### src/rtl/wb_common.vh
`ifndef WB_COMMON_VH
`define WB_COMMON_VH

// Wishbone registered-feedback cycle type identifiers
localparam logic [2:0] CTI_CLASSIC = 3'b000;
localparam logic [2:0] CTI_CONST   = 3'b001;
localparam logic [2:0] CTI_INC     = 3'b010;
localparam logic [2:0] CTI_EOB     = 3'b111;

// Wishbone burst type extension
localparam logic [1:0] BTE_LINEAR  = 2'b00;

`endif

### src/rtl/sdram_wb_arbiter_pkg.sv
// ============================================================================
// Module   : sdram_wb_arbiter_pkg
// Brief    : Shared Wishbone constants and sizing helpers for the SDRAM
//            Wishbone arbiter.
// Revision : 1.0 - initial release
// ============================================================================
`default_nettype none

package sdram_wb_arbiter_pkg;

    `include "wb_common.vh"

    // The watchdog counter is never narrower than this
    localparam int WDOG_MIN_W = 8;

    // Width of the stall watchdog counter for a given threshold
    function automatic int wdog_width(input int timeout);
        int w;
        w = $clog2(timeout + 1);
        return (w < WDOG_MIN_W) ? WDOG_MIN_W : w;
    endfunction

    // Width of a master index; at least one bit
    function automatic int idx_width(input int n);
        return (n < 2) ? 1 : $clog2(n);
    endfunction

endpackage

`default_nettype wire

### src/rtl/sdram_wb_arbiter_rr_picker.sv
// ============================================================================
// Module   : wb_rr_picker
// Brief    : Combinational round-robin picker. Chooses the first requester
//            after last_i in circular order; returns one-hot and index form.
// Revision : 1.0 - initial release
// ============================================================================
`default_nettype none

module wb_rr_picker #(
    parameter int N  = 3,
    parameter int IW = 2
) (
    input  logic [N-1:0]  req_i,
    input  logic [IW-1:0] last_i,
    output logic [N-1:0]  gnt_o,
    output logic [IW-1:0] idx_o,
    output logic          valid_o
);

    logic [IW-1:0] cand;
    logic          found;

    // Scan from last_i+1 around the ring; the first active request wins
    always_comb begin
        gnt_o = '0;
        idx_o = '0;
        found = 1'b0;
        cand  = '0;
        for (int k = 1; k <= N; k++) begin
            cand = IW'((int'(last_i) + k) % N);
            if (!found && req_i[cand]) begin
                found        = 1'b1;
                gnt_o[cand]  = 1'b1;
                idx_o        = cand;
            end
        end
        valid_o = found;
    end

endmodule

`default_nettype wire

### src/rtl/sdram_wb_arbiter.sv
// ============================================================================
// Module   : sdram_wb_arbiter
// Brief    : Shares the SDRAM controller Wishbone slave port between several
//            masters. Round-robin grant held for the whole cyc, with a stall
//            watchdog that returns err to the owner if the slave never acks.
// Revision : 1.0 - initial release
// ============================================================================
`default_nettype none

module sdram_wb_arbiter
    import sdram_wb_arbiter_pkg::*;
#(
    parameter int NUM_MASTERS = 3,
    parameter int AW          = 32,
    parameter int DW          = 32,
    parameter int TIMEOUT     = 255
) (
    input  logic                      wb_clk_i,
    input  logic                      wb_rst_i,
    // master side
    input  logic [NUM_MASTERS*AW-1:0] wbm_adr_i,
    input  logic [NUM_MASTERS*DW-1:0] wbm_dat_i,
    input  logic [NUM_MASTERS*DW/8-1:0] wbm_sel_i,
    input  logic [NUM_MASTERS-1:0]    wbm_we_i,
    input  logic [NUM_MASTERS-1:0]    wbm_cyc_i,
    input  logic [NUM_MASTERS-1:0]    wbm_stb_i,
    input  logic [NUM_MASTERS*3-1:0]  wbm_cti_i,
    input  logic [NUM_MASTERS*2-1:0]  wbm_bte_i,
    output logic [DW-1:0]             wbm_dat_o,
    output logic [NUM_MASTERS-1:0]    wbm_ack_o,
    output logic [NUM_MASTERS-1:0]    wbm_err_o,
    // SDRAM controller side
    output logic [AW-1:0]             wbs_adr_o,
    output logic [DW-1:0]             wbs_dat_o,
    output logic [DW/8-1:0]           wbs_sel_o,
    output logic                      wbs_we_o,
    output logic                      wbs_cyc_o,
    output logic                      wbs_stb_o,
    output logic [2:0]                wbs_cti_o,
    output logic [1:0]                wbs_bte_o,
    input  logic [DW-1:0]             wbs_dat_i,
    input  logic                      wbs_ack_i,
    input  logic                      wbs_err_i,
    // status
    output logic [NUM_MASTERS-1:0]    grant_o,
    output logic                      timeout_o
);

    localparam int SW  = DW / 8;
    localparam int IW  = idx_width(NUM_MASTERS);
    localparam int WDW = wdog_width(TIMEOUT);
    localparam logic [WDW-1:0] WDOG_LIMIT = WDW'(TIMEOUT - 1);
    localparam logic [IW-1:0]  LAST_INIT  = IW'(NUM_MASTERS - 1);

    typedef enum logic [1:0] {
        ST_IDLE  = 2'd0,
        ST_GRANT = 2'd1,
        ST_ERR   = 2'd2
    } arb_state_e;

    arb_state_e             state_q, state_d;
    logic [IW-1:0]          owner_q, owner_d;
    logic [IW-1:0]          last_owner_q, last_owner_d;
    logic [NUM_MASTERS-1:0] grant_q, grant_d;
    logic [WDW-1:0]         wdog_q, wdog_d;

    logic [NUM_MASTERS-1:0] pick_gnt;
    logic [IW-1:0]          pick_idx;
    logic                   pick_valid;

    // owner's bus lines, selected by the one-hot grant
    logic [AW-1:0]          own_adr;
    logic [DW-1:0]          own_dat;
    logic [SW-1:0]          own_sel;
    logic                   own_we;
    logic                   own_cyc;
    logic                   own_stb;
    logic [2:0]             own_cti;
    logic [1:0]             own_bte;
    logic                   stall;

    wb_rr_picker #(
        .N  (NUM_MASTERS),
        .IW (IW)
    ) u_picker (
        .req_i   (wbm_cyc_i),
        .last_i  (last_owner_q),
        .gnt_o   (pick_gnt),
        .idx_o   (pick_idx),
        .valid_o (pick_valid)
    );

    // Select the current owner's request lines
    always_comb begin
        own_adr = '0;
        own_dat = '0;
        own_sel = '0;
        own_we  = 1'b0;
        own_cyc = 1'b0;
        own_stb = 1'b0;
        own_cti = '0;
        own_bte = '0;
        for (int m = 0; m < NUM_MASTERS; m++) begin
            if (grant_q[m]) begin
                own_adr = wbm_adr_i[m*AW +: AW];
                own_dat = wbm_dat_i[m*DW +: DW];
                own_sel = wbm_sel_i[m*SW +: SW];
                own_we  = wbm_we_i[m];
                own_cyc = wbm_cyc_i[m];
                own_stb = wbm_stb_i[m];
                own_cti = wbm_cti_i[m*3 +: 3];
                own_bte = wbm_bte_i[m*2 +: 2];
            end
        end
    end

    // A strobe that the slave has neither acked nor errored this cycle
    assign stall = own_stb && !wbs_ack_i && !wbs_err_i;

    // Read data is broadcast; masters qualify it with their own ack
    assign wbm_dat_o = wbs_dat_i;
    assign grant_o   = grant_q;

    // Next-state, slave-port mux, response routing and watchdog
    always_comb begin
        state_d      = state_q;
        owner_d      = owner_q;
        last_owner_d = last_owner_q;
        grant_d      = grant_q;
        wdog_d       = '0;
        wbs_adr_o    = '0;
        wbs_dat_o    = '0;
        wbs_sel_o    = '0;
        wbs_we_o     = 1'b0;
        wbs_cyc_o    = 1'b0;
        wbs_stb_o    = 1'b0;
        wbs_cti_o    = '0;
        wbs_bte_o    = '0;
        wbm_ack_o    = '0;
        wbm_err_o    = '0;
        timeout_o    = 1'b0;

        unique case (state_q)
            ST_IDLE: begin
                if (pick_valid) begin
                    state_d = ST_GRANT;
                    owner_d = pick_idx;
                    grant_d = pick_gnt;
                end
            end

            ST_GRANT: begin
                wbs_adr_o = own_adr;
                wbs_dat_o = own_dat;
                wbs_sel_o = own_sel;
                wbs_we_o  = own_we;
                wbs_cyc_o = own_cyc;
                wbs_stb_o = own_stb;
                wbs_cti_o = own_cti;
                wbs_bte_o = own_bte;
                wbm_ack_o = grant_q & {NUM_MASTERS{wbs_ack_i}};
                wbm_err_o = grant_q & {NUM_MASTERS{wbs_err_i}};
                if (!own_cyc) begin
                    state_d      = ST_IDLE;
                    last_owner_d = owner_q;
                    grant_d      = '0;
                end else if (stall) begin
                    if (wdog_q == WDOG_LIMIT) begin
                        // slave hung: abandon the cycle and error the owner
                        wbm_err_o = grant_q;
                        timeout_o = 1'b1;
                        wbs_cyc_o = 1'b0;
                        wbs_stb_o = 1'b0;
                        state_d   = ST_ERR;
                    end else begin
                        wdog_d = wdog_q + WDW'(1);
                    end
                end
            end

            ST_ERR: begin
                // bus stays released and late slave responses are dropped
                if (!own_cyc) begin
                    state_d      = ST_IDLE;
                    last_owner_d = owner_q;
                    grant_d      = '0;
                end
            end

            default: begin
                state_d = ST_IDLE;
                grant_d = '0;
            end
        endcase
    end

    // State registers
    always_ff @(posedge wb_clk_i or posedge wb_rst_i) begin
        if (wb_rst_i) begin
            state_q      <= ST_IDLE;
            owner_q      <= '0;
            last_owner_q <= LAST_INIT;
            grant_q      <= '0;
            wdog_q       <= '0;
        end else begin
            state_q      <= state_d;
            owner_q      <= owner_d;
            last_owner_q <= last_owner_d;
            grant_q      <= grant_d;
            wdog_q       <= wdog_d;
        end
    end

endmodule

`default_nettype wire

### config.mk
export PLATFORM = sky130hd
export DESIGN_NAME = sdram_wb_arbiter
export DESIGN_NICKNAME = d
export VERILOG_FILES = /design/src/rtl/sdram_wb_arbiter_pkg.sv /design/src/rtl/sdram_wb_arbiter_rr_picker.sv /design/src/rtl/sdram_wb_arbiter.sv
export VERILOG_INCLUDE_DIRS = /design/src /design/src/rtl
export SDC_FILE = /design/constraint.sdc
export NUM_CORES = 1
export LEC_CHECK = 0
export ABC_AREA = 1
export BUFFER_PORTS_ARGS = -buffer_cell sky130_fd_sc_hd__buf_4
export CAP_MARGIN = 30
export CORE_AREA = 3 3 147 149
export DETAILED_ROUTE_END_ITERATION = 10
export DIE_AREA = 0 0 150 152
export SYNTH_ARGS = -nofsm -noshare
export SYNTH_HDL_FRONTEND = slang
export SYNTH_SLANG_ARGS = --single-unit
### constraint.sdc
create_clock -name wb_clk_i -period 2.3 [get_ports wb_clk_i]
set_input_delay 0.46 -clock wb_clk_i [delete_from_list [all_inputs] [get_ports wb_clk_i]]
set_output_delay 0.46 -clock wb_clk_i [all_outputs]
set_load 0.05 [all_outputs]
==> summary.md <==
| Metric | Value |
|---|---|
| Worst Max-Slew Pin Slew | 0.654 ns |
| CP required | 1.84 ns |
| Worst r2r path cells | 9 |
| Iter 0 DRT Violations | 284 |
| CP Capture Type | output port |
| Crit-path max FO | 6 |
| Top cells by area, synth | a21oi_1 (24%), nand2_1 (14%), dfrtp_1 (13%) |
| Yosys Warn Count | 0 |
| Worst r2r src | last_owner_q[0]$_DFFE_PP0P_ |
| R2R Setup Slk | 0.52 ns |
| Vias in the first global route | 4,460 |
| Pre-Repair DR Iteration Count | 5 |
| Syn Nets | 822 |
| Period utilisation layout | 96.7% |
| H-tree depth | 1 |
| Critical Path Start | grant_o[1]$_DFFE_PP0P_ |
| Most frequent cells in the layout | buf_4 (321), nand2_1 (122), a21oi_1 (79) |
| Critical-path top delay cell | dfrtp_2 |
| # clock sinks | 17 |
| Crit-path leading delay family | simple AND/OR/NAND/NOR gates |
| Hpwl dp | 13.9 mm |
| Final wirelength | 17.8 mm |
| Initial antenna violation count | 0 |
| # setup viols final | 0 |
| Sequential fraction of the synthesis area | 13.4% |
| I/O pins | 382 |
| CTS Buf Count | 3 |
| Routability congestion estimate | 0.821 |
| Crit-path cells | clkinv_4 -> nand3_1 -> nand2_2 -> nand3_1 -> nor3_4 -> o21ai_4 -> nor2_2 -> buf_6 |
| Max cap viols | 0 |
| Mapped Area | 3190 µm² |
| Total power | 6000 µW |
| Post-synth top area share | 24.0% |
| Core box area | 20,300 µm² |
| Worst hold path class | input pin to async pin |
| TritonCTS clock tree | yes |
| Max frequency | 450 MHz |
| Die Y | 152 µm |
| Remaining DRCs | 0 |
| Post-synth cell types | 36 |
| Max clock buf depth | 2 |
| Yosys top cell by area | a21oi_1 |
| Placement Setup Slack | 0.215 ns |
| VDD IR max | 0.505 mV |
| DRT antenna net count | 0 |
| Status | completed |
| Most common cell after layout, fill and taps aside | buf_4 |
| Initial Util | 15.7% |
| RR Endpoint | grant_o[2]$_DFFE_PP0P_ |
| CTS clk-pin slew, worst paths | 0.05 ns |
| Later-pin clock latency in the skew report | 0.25 ns |
| Wire per inst | 16.5 µm |
| Gr usage total | 13.6% |
| Core Rows | 52 |
| Crit path DAT | 1.76 ns |
| Die width | 150 µm |
| PortBufs | 317 |
| Area of the die | 22,800 µm² |
| #FFs+latches synth | 17 |
| Fin crit period | 2.22 ns |
| N_diodes | 0 |
| Vias per inst | 4.39 |
| Area grow syn2layout | 89.8% |
| P_leak | 0.00270 µW |
| Via count | 4,741 |
| Clock Skew | 0.00315 ns |
| Syn_area_per_cell | 5.81 µm² |
| WS Path Type | register to output port |
| CP bufs+invs | 2 |
| Most common cell on crit path | nand3_1 |
| CP max stage delay | 0.48 ns |
| Share of layout cells above drive strength 1 | 56.0% |
| Pwr Density | 991 nW/µm² |
| Grt total ovfl | 0 |
| Final Hold Fails | 0 |
| First-pass GRT wire length | 25.2 mm |
| Startpoint Class | register |
| Root buffer cell | clkbuf_16 |
| Gate Count Post-Synth | 549 |
| Slew headroom | 56.3% |
| Final worst slack | 0.0770 ns |
| Fin. max-slew vios | 0 |
| Final net count | 1,084 |
| Pin count of the biggest net entering global routing | 51 |
==> stage by stage <==
step | hold slack, ns | setup TNS [ns] | util, % | instances | area [µm²]
floorplan | 0.385 | -0.304 | - | 549 | 3470
global placement | 0.466 | 0 | 29.0 | 1073 | 5880
detailed placement | 0.477 | 0 | 29.0 | 1073 | 5880
CTS | 0.334 | 0 | 29.5 | 1077 | 5980
global route | 0.379 | -0.0426 | 29.8 | 1080 | 6060
finish | 0.309 | 0 | 29.8 | 1080 | 6060
==> kinds of logic after synthesis <==
| kind of cell | share of synthesized area (%) |
|---|---|
| AO/OA/AOI/OAI | 37.7 |
| AND/OR/NAND/NOR | 26.3 |
| buffers and inverters | 18.0 |
| flip-flops | 13.4 |
| adder cells (fa/ha/maj) | 3.53 |
| XOR/XNOR | 1.10 |
==> where the power goes <==
part | switching (µW) | internal, µW | total [µW]
sequential | 58.2 | 366 | 424
combinational | 3530 | 1690 | 5220
clock | 121 | 234 | 356
==> registers in the layout, summed over array words and instances (netlist names) <==
name          count
last_owner_q      2
wdog_q            8
owner_q           2
grant_o           3
state_q           2
==> repair_timing <==
action / in CTS / in global routing
setup endpoints to repair: 4 / 12
pin swaps: 0 / 1
hold buffers: 0 / 0
resized for setup: 4 / 7
gates cloned: 0 / 1
buffers inserted: 0 / 2
==> synth_stat cells, drive strengths merged <==
master and n:
a21oi 155, nand2 131, o21ai 78, buf 54
nor2 26, inv 24, clkbuf 21, nand3 18
dfrtp 16, ha 9, nor3 4, xor2 3
a31oi 2, nand4 2, a31o 1, clkinv 1
dfstp 1, nor3b 1, or2 1, xnor2 1
==> how the worst max path moves through the flow <==
stage                     cells past startpoint           end
after floorplan                               6     wbs_stb_o
after global placement                        9  wbm_err_o[1]
after detailed placement                      9  wbm_err_o[1]
after CTS                                     8     timeout_o
after global routing                          8  wbm_err_o[0]
final                                         8  wbm_err_o[0]
==> worst register-to-register path, cell delays in order, from the launching register on <==
cell and delay (ns):
dfrtp_1 0.37, inv_1 0.09, ha_1 0.45, nand2_1 0.10, nand3_2 0.10, nand2_2 0.10, a31oi_1 0.25, nand2_1 0.08
nand2_1 0.08, nand2_1 0.05
==> layer usage <==
layer / vias up / share of wire [%] / global-route usage [%]
met5: - / 0 / 0
met4: 0 / 1.3 / 1.66
met3: 16 / 8.0 / 2.74
met2: 195 / 49 / 24.4
met1: 2177 / 41 / 17.2
li1: 2353 / - / -
==> cell type report <==
class	instances	area, µm²
Clock buffer	3	75.1
Sequential cell	17	429
Timing Repair Buffer	332	2590
Inverter	25	101
Clock inverter	1	7.51
Fill cell	2216	14200
Multi-Input combinational cell	432	2520
Tap cell	270	338
Power figures use the tool's default switching activity.
